`src/rtl/uart_tx_serializer.sv`:
```
// UART transmit serializer: start, LSB-first data, optional parity, 1/2 stops.
// Optional line-break drive on break_req when UART_TX_BREAK_EN is defined.
module uart_tx_serializer #(
  parameter int DATA_WIDTH     = 8,
  parameter int BAUD_DIV_WIDTH = 16
) (
  input  logic                      HCLK,
  input  logic                      HRESET,
  input  logic [BAUD_DIV_WIDTH-1:0] baud_div,
  input  logic                      parity_en,
  input  logic                      two_stop_bits,
  input  logic [DATA_WIDTH:0]       frame_in,
  input  logic                      frame_valid,
`ifdef UART_TX_BREAK_EN
  input  logic                      break_req,
`endif
  output logic                      frame_ready,
  output logic                      tx_out,
  output logic                      busy,
  output logic                      frame_done
);

  localparam logic [2:0] S_IDLE   = 3'd0;
  localparam logic [2:0] S_START  = 3'd1;
  localparam logic [2:0] S_DATA   = 3'd2;
  localparam logic [2:0] S_PARITY = 3'd3;
  localparam logic [2:0] S_STOP   = 3'd4;

  localparam int BIT_W =
    (DATA_WIDTH > 1) ? $clog2(DATA_WIDTH) : 1;
  localparam logic [BIT_W-1:0] LAST_BIT =
    BIT_W'(DATA_WIDTH - 1);

  logic [2:0]                state_q, state_d;
  logic [BAUD_DIV_WIDTH-1:0] baud_cnt_q, baud_cnt_d;
  logic [BIT_W-1:0]          bit_cnt_q, bit_cnt_d;
  logic                      stop_cnt_q, stop_cnt_d;
  logic [DATA_WIDTH-1:0]     shift_q, shift_d;
  logic                      par_q, par_d;
  logic [BAUD_DIV_WIDTH-1:0] div_q, div_d;
  logic                      pen_q, pen_d;
  logic                      two_q, two_d;
  logic                      tx_q, tx_d;
  logic                      ready_q, ready_d;
  logic                      busy_q, busy_d;
  logic                      done_q, done_d;

  logic accept;
  logic bit_end;
  logic brk;
  logic idle_brk;

`ifdef UART_TX_BREAK_EN
  assign brk = break_req;
`else
  assign brk = 1'b0;
`endif

  assign accept   = frame_valid && ready_q;
  assign bit_end  = (baud_cnt_q == div_q);
  assign idle_brk = brk && (state_q == S_IDLE);

  // Frame sequencing, baud timing and shadow capture
  always_comb begin
    state_d    = state_q;
    baud_cnt_d = baud_cnt_q + 1'b1;
    bit_cnt_d  = bit_cnt_q;
    stop_cnt_d = stop_cnt_q;
    shift_d    = shift_q;
    par_d      = par_q;
    div_d      = div_q;
    pen_d      = pen_q;
    two_d      = two_q;
    done_d     = 1'b0;
    unique case (state_q)
      S_IDLE: begin
        baud_cnt_d = '0;
        if (accept) begin
          state_d    = S_START;
          bit_cnt_d  = '0;
          stop_cnt_d = 1'b0;
          shift_d    = frame_in[DATA_WIDTH-1:0];
          par_d      = frame_in[DATA_WIDTH];
          div_d      = baud_div;
          pen_d      = parity_en;
          two_d      = two_stop_bits;
        end
      end
      S_START: begin
        if (bit_end) begin
          state_d    = S_DATA;
          baud_cnt_d = '0;
        end
      end
      S_DATA: begin
        if (bit_end) begin
          baud_cnt_d = '0;
          shift_d    = shift_q >> 1;
          if (bit_cnt_q == LAST_BIT) begin
            bit_cnt_d = '0;
            state_d   = pen_q ? S_PARITY : S_STOP;
          end else begin
            bit_cnt_d = bit_cnt_q + 1'b1;
          end
        end
      end
      S_PARITY: begin
        if (bit_end) begin
          state_d    = S_STOP;
          baud_cnt_d = '0;
        end
      end
      S_STOP: begin
        if (bit_end) begin
          baud_cnt_d = '0;
          if (two_q && !stop_cnt_q) begin
            stop_cnt_d = 1'b1;
          end else begin
            state_d = S_IDLE;
            done_d  = 1'b1;
          end
        end
      end
      default: begin
        state_d    = S_IDLE;
        baud_cnt_d = '0;
      end
    endcase
  end

  // Registered line level and handshake outputs from next state
  always_comb begin
    tx_d = 1'b1;
    unique case (1'b1)
      (state_d == S_START):  tx_d = 1'b0;
      (state_d == S_DATA):   tx_d = shift_d[0];
      (state_d == S_PARITY): tx_d = par_d;
      default:               tx_d = 1'b1;
    endcase
    if ((state_d == S_IDLE) && idle_brk) begin
      tx_d = 1'b0;
    end
    ready_d = (state_d == S_IDLE) && !idle_brk;
    busy_d  = !ready_d;
  end

  // State and output registers with synchronous reset
  always_ff @(posedge HCLK) begin
    if (HRESET) begin
      state_q    <= S_IDLE;
      baud_cnt_q <= '0;
      bit_cnt_q  <= '0;
      stop_cnt_q <= 1'b0;
      shift_q    <= '0;
      par_q      <= 1'b0;
      div_q      <= '0;
      pen_q      <= 1'b0;
      two_q      <= 1'b0;
      tx_q       <= 1'b1;
      ready_q    <= 1'b1;
      busy_q     <= 1'b0;
      done_q     <= 1'b0;
    end else begin
      state_q    <= state_d;
      baud_cnt_q <= baud_cnt_d;
      bit_cnt_q  <= bit_cnt_d;
      stop_cnt_q <= stop_cnt_d;
      shift_q    <= shift_d;
      par_q      <= par_d;
      div_q      <= div_d;
      pen_q      <= pen_d;
      two_q      <= two_d;
      tx_q       <= tx_d;
      ready_q    <= ready_d;
      busy_q     <= busy_d;
      done_q     <= done_d;
    end
  end

  assign tx_out      = tx_q;
  assign frame_ready = ready_q;
  assign busy        = busy_q;
  assign frame_done  = done_q;

endmodule

```
`config.mk`:
```
export PLATFORM = sky130hd
export DESIGN_NAME = uart_tx_serializer
export DESIGN_NICKNAME = d
export VERILOG_FILES = /design/src/rtl/uart_tx_serializer.sv
export SDC_FILE = /design/constraint.sdc
export NUM_CORES = 1
export LEC_CHECK = 0
export CAP_MARGIN = 25
export CORE_ASPECT_RATIO = 0.9
export CORE_MARGIN = 2
export CORE_UTILIZATION = 55
export CTS_CLUSTER_DIAMETER = 150
export CTS_CLUSTER_SIZE = 16
export DETAILED_ROUTE_END_ITERATION = 7
export GPL_TIMING_DRIVEN = 0
export PLACE_DENSITY = 0.81
export SLEW_MARGIN = 40
export SYNTH_ARGS = -nofsm -noshare
export SYNTH_HDL_FRONTEND = slang
export SYNTH_SLANG_ARGS = --single-unit
export TNS_END_PERCENT = 10
```
`constraint.sdc`:
```
create_clock -name HCLK -period 4 [get_ports HCLK]
set_input_delay 0.4 -clock HCLK [delete_from_list [all_inputs] [get_ports HCLK]]
set_output_delay 0.4 -clock HCLK [all_outputs]
set_load 0.1 [all_outputs]
```
---- Yosys cells after proc, flatten, opt, wreduce, memory -nomap -nowiden ----
Index checks and enable logic that the tools add are counted.
storage, ports and cells
  word-level logic and storage cells ...... 70
  output and inout bits ................... 4
  bits in registers ....................... 54
cells by class
  eq/ne operators ......................... 13
  add/subtract/negate cells ............... 2
  reductions and logical operators ........ 14
  bitwise operators ....................... 3
  mux-type cells .......................... 24
operator list
  cell                                            count
  two-way mux 3 bit                               11
  adder 16 x 1 -> 16 bit (second input constant)  1
  == test 16 bit                                  1
  two-way mux 8 bit                               2
  case mux 8 bit (2 select lines)                 1
  case mux 3 bit (5 select lines)                 1
  == test 3 x 2 -> 1 bit (second input constant)  4
  inequality test 2 bit (second input constant)   4
  == test 3 x 1 -> 1 bit (second input constant)  2
  == test 3 bit (second input constant)           2
  logical NOT 3 bit                               2
  two-way mux 1 bit                               6
  case mux 3 bit (2 select lines)                 1
  OR reduction 3 bit                              2
  AND reduction 4 bit                             1
  nonzero test 2 bit                              2
  OR reduction 4 bit                              1
  adder 3 x 1 -> 3 bit (second input constant)    1
  inverter 1 bit                                  3
  case mux 1 bit (3 select lines)                 1
  AND reduction 3 bit                             1
  logical AND 1 bit                               2
  logical NOT 1 bit                               2
  case mux 1 bit (2 select lines)                 1
  AND reduction 2 bit                             1

---- Depth between registers and ports, before layout ----
  depth after elaboration ................. 7
  gate-level depth with buffers ........... 8

---- Least setup slack after synthesis ----
No wires, ideal clock.
  path kind ............................... register to register
  from .................................... register ready_q, in the netlist frame_ready
  to ...................................... register tx_q, in the netlist tx_out
  setup time .............................. 0.078 ns
  slack ................................... 1.734 ns
  data arrival time ....................... 2.188 ns
  buffers on the path ..................... 1
  cell stages (with the launch flop) ...... 6
  path through ............................ dfxtp_1 > and4b_1 > buf_2 > mux2i_1 > or4_1 > a32oi_1
on the way
  word-level cells in the longest chain between the ends .. 5
ends and longest elaborated chain
  what                                            RTL line  text
  from (decl)                                     44        logic ready_q, ready_d;
  from (signal assigned)                          174       ready_q <= ready_d;
  logical AND 1 bit (*)                           59        assign accept = frame_valid && ready_q;
  two-way mux 3 bit                               78        if (accept) begin
  case mux 3 bit (5 select lines)                 75        unique case (state_q)
  == test 3 x 2 -> 1 bit (tied with other cells)  137       (state_d == S_PARITY): tx_d = par_d;
  case mux 1 bit (3 select lines) (*)             134       unique case (1'b1)
  to (signal assigned)                            173       tx_q <= tx_d;
  to (decl)                                       43        logic tx_q, tx_d;
Mark *: on every way between the ends. The rest lies on a longest branch, timed or not. The select of a mux whose other input is x is not followed.
A chain may end at the register's enable or synchronous reset.

---- Final worst setup path ----
  from .................................... register baud_cnt_q[1]
  to ...................................... register baud_cnt_q[11]
on the way
  word-level cells in the longest chain between the ends .. 2
ends and longest elaborated chain
  what                                                            RTL line  text
  from (decl)                                                     35        logic [BAUD_DIV_WIDTH-1:0] baud_cnt_q, baud_cnt_d;
  from (signal assigned)                                          165       baud_cnt_q <= baud_cnt_d;
  branches (longest 2 deep; another with adder 16 x 1 -> 16 bit)  --
Parallel ways; which one is timed is not known.

==> flow_metrics.py <==
metrics = {
    "final_layout": {
        "synthToLayoutAreaGrowth_pct": 20.1,
        "final.fill_count": 355,
        "fin_area_um2": 2830,
        "most-common-layout-cells": "55 x nand2_1, 54 x dfxtp_1, 30 x a21oi_1",
        "final_common_cell": "nand2_1",
        "layout-drive-gt1-share_pct": 6.33,
        "nNetsFinal": 348,
        "antenna_cells": 0,
    },
    "cts": {
        "postCtsSetupBuffers": 0,
        "cts-resized-gates": 0,
        "clock_path_buffers": 2,
        "cts.hold.buffers_added": 0,
        "clock_latency_ns": 0.31,
        "cts_tree": "built",
        "clkSlewWorstSetupHoldPaths_ns": 0.09,
        "cts.sinks": 54,
        "cts_buffers": 5,
        "cts_root_buf": "clkbuf_8",
        "cts_htree_levels": 2,
    },
    "placed_design": {
        "hpwl_um": 3660,
        "routabilityCongestion": 0.900,
        "place_area_um2": 2720,
        "portBuffers": 32,
    },
    "critical_path": {
        "cp-start-kind": "flop",
        "worstPathArrival_ns": 2.35,
        "critPathKind": "flop to flop",
        "path_delay_family": "simple AND/OR/NAND/NOR gates",
        "end_kind": "flop",
        "crit_buf_inv": 2,
        "worst_path_largest_cell_delay_ns": 0.42,
        "crit_fanout": 10,
        "required_ns": 4.20,
        "slowest_stage": "nor4_1",
        "cp_cell_sequence": "xor2_1, nor4_1, nand4_2, buf_2, o311ai_2, buf_4, nor2_1",
    },
    "die": {
        "die_w_um": 73.0,
        "dieArea_um2": 4820,
        "ios": 34,
        "core-area_um2": 4100,
        "row_count": 22,
        "initial_core_util_pct": 57.4,
        "die_y_um": 66.1,
    },
    "yosys": {
        "ys_seq_area_share_pct": 45.9,
        "synth_area_um2": 2350,
        "synth_cell_type_count": 46,
        "syn_nets": 309,
        "syn_inst": 276,
        "synth_edf_count": 0,
        "yosys_most_used_dff": "dfxtp_1",
        "synth-seq-cells": 54,
        "synthArstFlopShare_pct": 0,
        "yosysWarningCount": 0,
        "syn_area_per_cell_um2": 8.53,
    },
    "power_and_ir_drop": {
        "ir_drop_v": 0.000316,
        "internal-power_mw": 0.977,
        "leakage_nw": 1.09,
        "combinationalPowerShare_pct": 34.2,
        "sw_frac_of_total_pct": 37.3,
        "power.share.clock_pct": 22.9,
        "p_switching_mw": 0.581,
        "p_per_area_nw_per_um2": 551,
        "p_seq_share_pct": 42.9,
    },
    "global_routing": {
        "grt_usage_pct": 22.8,
        "grt_pass1_vias": 1799,
        "grt_max_degree": 16,
        "grt_pass1_wl_um": 8300,
        "antenna_found_initial": 0,
        "grt_overflow": 0,
    },
    "sta": {
        "rsz0062_at_grt": "no",
        "max_slew_margin_pct": 61.6,
        "slew_violations": 0,
        "setup_viol": 0,
        "finalSetupTns_ns": 0,
        "fin_crit_ns": 2.15,
        "max_freq_mhz": 466,
        "post-route-period-util_pct": 53.7,
        "clock-skew-final_ns": 0.00490,
        "hold_violations": 0,
        "tightest_slew_ns": 0.575,
    },
    "outcome": {
        "outcome": "finished, final reports clean",
    },
    "drt": {
        "ant_nets": 0,
        "wl_per_cell_um": 13.9,
        "vias_per_cell": 5.48,
        "post-route-drc-count": 0,
        "drt-total-wl_um": 5060,
        "first_iter_violations": 123,
        "firstDrtPassIters": 4,
        "vias": 1994,
    },
    "hold_path": {
        "min_path_type": "flop to flop",
    },
    "flow_run": {
        "cap_violations": 0,
    },
}
## power groups by stage
| stage | clock network, mW | registers (mW) | logic (mW) |
|---|---|---|---|
| after floorplan | 0 | 0.756 | 0.314 |
| after global placement | 0 | 0.677 | 0.527 |
| after detailed placement | 0 | 0.679 | 0.528 |
| after CTS | 0.360 | 0.668 | 0.532 |
| after global routing | 0.376 | 0.679 | 0.589 |
| final | 0.356 | 0.669 | 0.533 |
## tightest hold or removal path: cells and delay by family (launching register included)
family             cells  cell delay [ns]
DFF                    1             0.32
and+or+nand+nor        1             0.05
AOI/OAI and AO/OA      1             0.05
## synth_stat cells (all sizes together), types with 2 or more instances
library cell | number | share of area [%]
nor2 | 28 | 4.9
nor4 | 5 | 1.6
xnor2 | 3 | 1.1
dfxtp | 54 | 46
a22oi | 6 | 1.9
buf | 6 | 1.5
a21oi | 30 | 6.4
ha | 3 | 1.6
inv | 3 | 0.48
nand2b | 2 | 0.53
nand4 | 6 | 1.9
a21boi | 2 | 0.64
or4 | 2 | 0.64
nor3 | 3 | 0.64
clkbuf | 8 | 1.3
xor2 | 27 | 10
and3 | 3 | 0.80
or3 | 3 | 0.80
nand3 | 8 | 1.7
nor2b | 2 | 0.53
nand2 | 55 | 8.8
## area by class of cell
class | instances | area, um^2 | share of cell area (%)
multi-input cells | 205 | 1200 | 42.5
repair buffers | 32 | 300 | 10.6
clock inverters | 1 | 30.0 | 1.06
inverters | 3 | 11.3 | 0.398
flip-flops and latches | 54 | 1080 | 38.2
clock buffers | 7 | 76.3 | 2.70
well taps | 48 | 60.1 | 2.12
plain buffers | 14 | 66.3 | 2.34
## state kept, by name (all words and copies together), names as in the netlist
register and cells:
baud_cnt_q 16, div_q 16, shift_q 8, bit_cnt_q 3, state_q 3, busy 1, frame_done 1, frame_ready 1
par_q 1, pen_q 1, stop_cnt_q 1, two_q 1, tx_out 1
## routing by layer
layer / part of all wire [%] / vias up / wire length (um) / GRT usage [%]
li1: - / 1026 / - / -
met3: 3.9 / 10 / 196 / 4.73
met5: 0 / - / 0 / 0
met1: 50 / 916 / 2510 / 31.4
met2: 45 / 42 / 2280 / 35.3
met4: 1.5 / 0 / 74 / 8.56
## path summary, 6_finish.rpt
| path | from | slack (ns) | depth (start not counted) | end |
|---|---|---|---|---|
| max | baud_cnt_q[1]$_SDFF_PP0_ | 1.85 | 7 | baud_cnt_q[11]$_SDFF_PP0_ |
| min | shift_q[3]$_SDFFE_PP0P_ | 0.46 | 2 | shift_q[3]$_SDFFE_PP0P_ |
| max reg2reg | baud_cnt_q[1]$_SDFF_PP0_ | 1.85 | 7 | baud_cnt_q[11]$_SDFF_PP0_ |
| min reg2reg | shift_q[3]$_SDFFE_PP0P_ | 0.46 | 2 | shift_q[3]$_SDFFE_PP0P_ |
## kinds of logic after synthesis
group           Yosys count  synth area share [%]
buf+inv                  17                  3.29
fa+ha+maj                 3                  1.59
flops                    54                  45.9
xor+xnor                 30                  11.2
compound gates           51                  13.7
mux                       1                 0.425
simple gates            120                  23.9
## metrics by stage
| stage | instances | setup slack [ns] | util, % | total power [mW] | hold WS [ns] |
|---|---|---|---|---|---|
| floorplan | 276 | 1.73 | - | 1.07 | 0.436 |
| global placement | 356 | 1.75 | 66.7 | 1.20 | 0.445 |
| detailed placement | 356 | 1.78 | 66.4 | 1.21 | 0.450 |
| CTS | 364 | 1.85 | 69.0 | 1.56 | 0.463 |
| global route | 364 | 1.68 | 69.0 | 1.65 | 0.492 |
| finish | 364 | 1.85 | 69.0 | 1.56 | 0.459 |
Note: power is estimated with default switching activity, not from simulation.
